### config.mk
export PLATFORM = sky130hd
export DESIGN_NAME = vga_timing_gen
export DESIGN_NICKNAME = d
export VERILOG_FILES = /design/src/rtl/vga_timing_gen.sv
export SDC_FILE = /design/constraint.sdc
export NUM_CORES = 1
export LEC_CHECK = 0
export ABC_CLOCK_PERIOD_IN_PS = 3400
export CORE_ASPECT_RATIO = 1.25
export CORE_UTILIZATION = 57
export DETAILED_ROUTE_END_ITERATION = 8
export PLACE_DENSITY = 0.84
export RECOVER_POWER = 25
export SLEW_MARGIN = 20
export SYNTH_ARGS = -nofsm -noshare
export SYNTH_HDL_FRONTEND = slang
export SYNTH_SLANG_ARGS = --single-unit
### constraint.sdc
create_clock -name clk -period 3.4 [get_ports clk]
set_input_delay 0.85 -clock clk [delete_from_list [all_inputs] [get_ports clk]]
set_output_delay 0.85 -clock clk [all_outputs]
set_load 0.005 [all_outputs]
### src/rtl/vga_timing_gen.sv
// vga_timing_gen: parametrised VGA raster timing generator.
// Free-running pixel/line counters advance on clk_en; a single output
// register stage turns the current counter state into sync, display-enable,
// coordinates, start strobes and a completed-frame counter.
module vga_timing_gen #(
  parameter int H_VISIBLE = 640,
  parameter int H_FRONT   = 16,
  parameter int H_SYNC    = 96,
  parameter int H_BACK    = 48,
  parameter int V_VISIBLE = 480,
  parameter int V_FRONT   = 10,
  parameter int V_SYNC    = 2,
  parameter int V_BACK    = 33,
  parameter int H_POL     = 0,
  parameter int V_POL     = 0,
  parameter int CW        = 10,
  parameter int FW        = 8
) (
  input  logic          clk,
  input  logic          reset,
  input  logic          clk_en,
  output logic          hsync,
  output logic          vsync,
  output logic          de,
  output logic [CW-1:0] hpos,
  output logic [CW-1:0] vpos,
  output logic          line_start,
  output logic          frame_start,
  output logic [FW-1:0] frame_count
);

  localparam int H_TOTAL = H_VISIBLE + H_FRONT + H_SYNC + H_BACK;
  localparam int V_TOTAL = V_VISIBLE + V_FRONT + V_SYNC + V_BACK;

  // Region boundaries expressed at counter width so every compare is same-width.
  localparam logic [CW-1:0] H_LAST     = CW'(H_TOTAL - 1);
  localparam logic [CW-1:0] V_LAST     = CW'(V_TOTAL - 1);
  localparam logic [CW-1:0] H_VIS_END  = CW'(H_VISIBLE);
  localparam logic [CW-1:0] V_VIS_END  = CW'(V_VISIBLE);
  localparam logic [CW-1:0] HS_START   = CW'(H_VISIBLE + H_FRONT);
  localparam logic [CW-1:0] HS_END     = CW'(H_VISIBLE + H_FRONT + H_SYNC);
  localparam logic [CW-1:0] VS_START   = CW'(V_VISIBLE + V_FRONT);
  localparam logic [CW-1:0] VS_END     = CW'(V_VISIBLE + V_FRONT + V_SYNC);
  localparam logic          HS_ON      = (H_POL != 0);
  localparam logic          VS_ON      = (V_POL != 0);

  logic [CW-1:0] hc_reg, hc_next;
  logic [CW-1:0] vc_reg, vc_next;
  // Set once the first frame after reset has been presented, so that only
  // later frame starts count as completed frames.
  logic          started_reg;

  logic          de_next;
  logic          hsync_next;
  logic          vsync_next;
  logic          line_next;
  logic          frame_next;

  // Counter advance: pixel wraps at end of line, line wraps at end of frame.
  always_comb begin
    hc_next = hc_reg + CW'(1);
    vc_next = vc_reg;
    if (hc_reg == H_LAST) begin
      hc_next = '0;
      if (vc_reg == V_LAST) begin
        vc_next = '0;
      end else begin
        vc_next = vc_reg + CW'(1);
      end
    end
  end

  // Output decode of the current counter state, registered below.
  always_comb begin
    de_next    = (hc_reg < H_VIS_END) && (vc_reg < V_VIS_END);
    hsync_next = ((hc_reg >= HS_START) && (hc_reg < HS_END)) ? HS_ON : ~HS_ON;
    vsync_next = ((vc_reg >= VS_START) && (vc_reg < VS_END)) ? VS_ON : ~VS_ON;
    line_next  = (hc_reg == '0);
    frame_next = (hc_reg == '0) && (vc_reg == '0);
  end

  // Counters, output register stage and frame counter; strobes drop on idle cycles.
  always_ff @(posedge clk) begin
    if (reset) begin
      hc_reg      <= '0;
      vc_reg      <= '0;
      started_reg <= 1'b0;
      hpos        <= '0;
      vpos        <= '0;
      de          <= 1'b0;
      hsync       <= ~HS_ON;
      vsync       <= ~VS_ON;
      line_start  <= 1'b0;
      frame_start <= 1'b0;
      frame_count <= '0;
    end else if (clk_en) begin
      hc_reg      <= hc_next;
      vc_reg      <= vc_next;
      hpos        <= hc_reg;
      vpos        <= vc_reg;
      de          <= de_next;
      hsync       <= hsync_next;
      vsync       <= vsync_next;
      line_start  <= line_next;
      frame_start <= frame_next;
      if (frame_next) begin
        started_reg <= 1'b1;
        if (started_reg) begin
          frame_count <= frame_count + FW'(1);
        end
      end
    end else begin
      line_start  <= 1'b0;
      frame_start <= 1'b0;
    end
  end

endmodule

==> impl_metrics.json <==
{
  "grt_pass1_vias": 1832,
  "dp_slack_ns": 0.581,
  "insertion_delay_ns": 0.31,
  "vias": 1964,
  "rsz0062_at_grt": "false",
  "synth_flop_cell": "dfxtp_1",
  "grt_usage_pct": 23.8,
  "syn_area_mm2": 0.00238,
  "synth_warnings": 0,
  "pin_count": 36,
  "critPathArrivalTime_ns": 2.99,
  "run_status": "completed",
  "post-route-drc-count": 0,
  "startpoint_type": "input port",
  "detail-route-antenna-nets": 0,
  "ys_seq_elements": 54,
  "final_hold_viol_count": 0,
  "fin_worst_skew_ns": 0.00538,
  "ctsHtreeMaxLevel": 2,
  "hpwl_mm": 3.40,
  "ys_top_cells_by_area": "dfxtp_1, mux2i_1, nor2_1",
  "p_leak_uw": 0.00111,
  "start_util_pct": 61.3,
  "async_flop_share_pct": 0,
  "synth_cells": 264,
  "wl_per_cell_um": 13.8,
  "slew_viol_final": 0,
  "area_growth_pct": 21.4,
  "powerDensity_mw_per_mm2": 419,
  "cap_violations": 0,
  "cts_buffer_depth": 2,
  "synth_edf_count": 0,
  "die_area_mm2": 0.00443,
  "fin_crit_sh_pct": 81.4,
  "grt_antenna_before_repair": 0,
  "io_buffers": 35,
  "worst_slew_pin_slew_ns": 1.18,
  "cts_resized": 0,
  "hp-class": "reg2reg",
  "synthDominantCellAreaShare_pct": 45.5,
  "worstSetupPathType": "in2reg",
  "via_per_inst": 5.61,
  "cts_buffers": 5,
  "synthTopCellsByCount": "dfxtp_1, nor2_1, mux2i_1, a21oi_1, nand4_1",
  "peakVddDrop_uv": 276,
  "clockRootBuffer": "clkbuf_8",
  "cts_setup_buffers": 0,
  "antenna_cells": 0,
  "fp.dieH_um": 74.2,
  "fin_setup_tns_ns": 0,
  "globalRouteOverflowTotal": 0,
  "end_kind": "flop",
  "cp_data_required_time_ns": 3.62,
  "cts_tree": "yes",
  "final_core_util_pct": 74.4,
  "place_congestion": 0.845,
  "clock-sinks": 54,
  "period_needed_ns": 2.77,
  "die_x_um": 59.8,
  "rows": 25,
  "synth_most_common_cell": "dfxtp_1",
  "grt_max_degree": 21,
  "synth_seq_area_share_pct": 45.5,
  "grt_pass1_wl_mm": 7.99,
  "cts_hold_buf": 0,
  "setup_viol": 0,
  "synth_area_per_cell_um2": 9.00,
  "maxSlewHeadroom_pct": 21.3,
  "fmax_mhz": 362,
  "coreArea_mm2": 0.00388,
  "finalNetCount": 303,
  "setup_slack_ns": 0.634,
  "synthesis.nets": 272,
  "drt_first_iter_violations": 125,
  "power_uw": 1210,
  "path_clk_slew_ns": 0.10,
  "dr.pass1.iters": 4,
  "crit_fanout": 12,
  "synth_area_leader_cell": "dfxtp_1",
  "wirelength_mm": 4.82,
  "drive_gt1_share_pct": 5.74,
  "yosys.cell_types.count": 39
}
-- power breakdown --
part / switching, uW / total (uW) / internal (uW)
clock network: 207 / 502 / 295
logic: 36.1 / 62.5 / 26.4
registers: 6.56 / 646 / 639
total: 250 / 1210 / 960
-- layer usage --
layer	track usage, %	up-vias	wire length [um]
li1	-	982	-
met1	28.8	932	2190
met2	41.1	44	2410
met3	5.22	6	145
met4	8.79	0	72
met5	0	-	0
-- layout by cell type, fill, tap and decap left out, drive strengths merged --
master | Yosys | final
xnor2 | 3 | 3
clkbuf | 7 | 7
inv | 6 | 6
ha | 5 | 5
and3b | 1 | 1
a21boi | 1 | 1
clkdlybuf4s50 | 0 | 26
mux2i | 20 | 20
clkinv | 0 | 1
buf | 8 | 2
nand3b | 4 | 4
a22oi | 1 | 1
nand3 | 9 | 9
a31o | 1 | 1
nor3b | 1 | 1
nor2b | 2 | 2
nor4b | 1 | 1
xor2 | 11 | 11
and3 | 7 | 7
nor3 | 8 | 8
or3 | 3 | 3
nand2b | 6 | 6
and4b | 1 | 1
nand4b | 1 | 1
dfxtp | 54 | 54
a21oi | 14 | 14
nor4 | 2 | 2
or4 | 4 | 4
bufinv | 0 | 2
a31oi | 1 | 1
nand2 | 12 | 12
nand4 | 14 | 14
o21ai | 8 | 8
dlygate4sd3 | 0 | 9
nor2 | 43 | 43
o31ai | 4 | 4
a21o | 1 | 1
-- worst max-delay path, stage by stage --
cell	delay [ns]
dlygate4sd3_1	0.67
clkbuf_1	0.54
nand4_1	0.27
nor2_1	0.20
nand4_1	0.13
xor2_1	0.17
nor3_1	0.16
-- per-stage QoR --
stage	instances	hold slack (ns)	instance area (um^2)
2_1_floorplan	264	0.458	2380
3_3_place_gp	342	0.464	2760
3_5_place_dp	342	0.472	2760
5_1_grt	350	0.517	2890
6_report	350	0.492	2890
4_1_cts	350	0.489	2890
-- worst paths after layout --
kind	startpoint	endpoint	slack, ns	cells past startpoint
worst max-delay path	clk_en	hc_reg[7]	0.63	7
worst max register to register	hc_reg[0]	frame_count[3]	1.32	6
worst min register to register	vsync	vsync	0.49	2
worst min-delay path	vsync	vsync	0.49	2
-- area by class of cell --
cell class / count / area, um^2
flip-flops and latches: 54 / 1080
clock buffers: 5 / 68.8
repair buffers: 39 / 373
fillers: 316 / 992
clock inverters: 3 / 68.8
multi-input cells: 189 / 1200
inverters: 6 / 22.5
well taps: 54 / 67.6
-- logic make-up after synthesis --
kind of cell    count (synthesis)  share of synthesized area, %
mux                            20                          8.42
xor+xnor                       14                          5.16
buf+inv                        21                          3.84
simple gates                  119                          27.0
flops                          54                          45.5
fa+ha+maj                       5                          2.63
compound gates                 31                          7.47
Note: power is estimated with default switching activity, not from simulation.
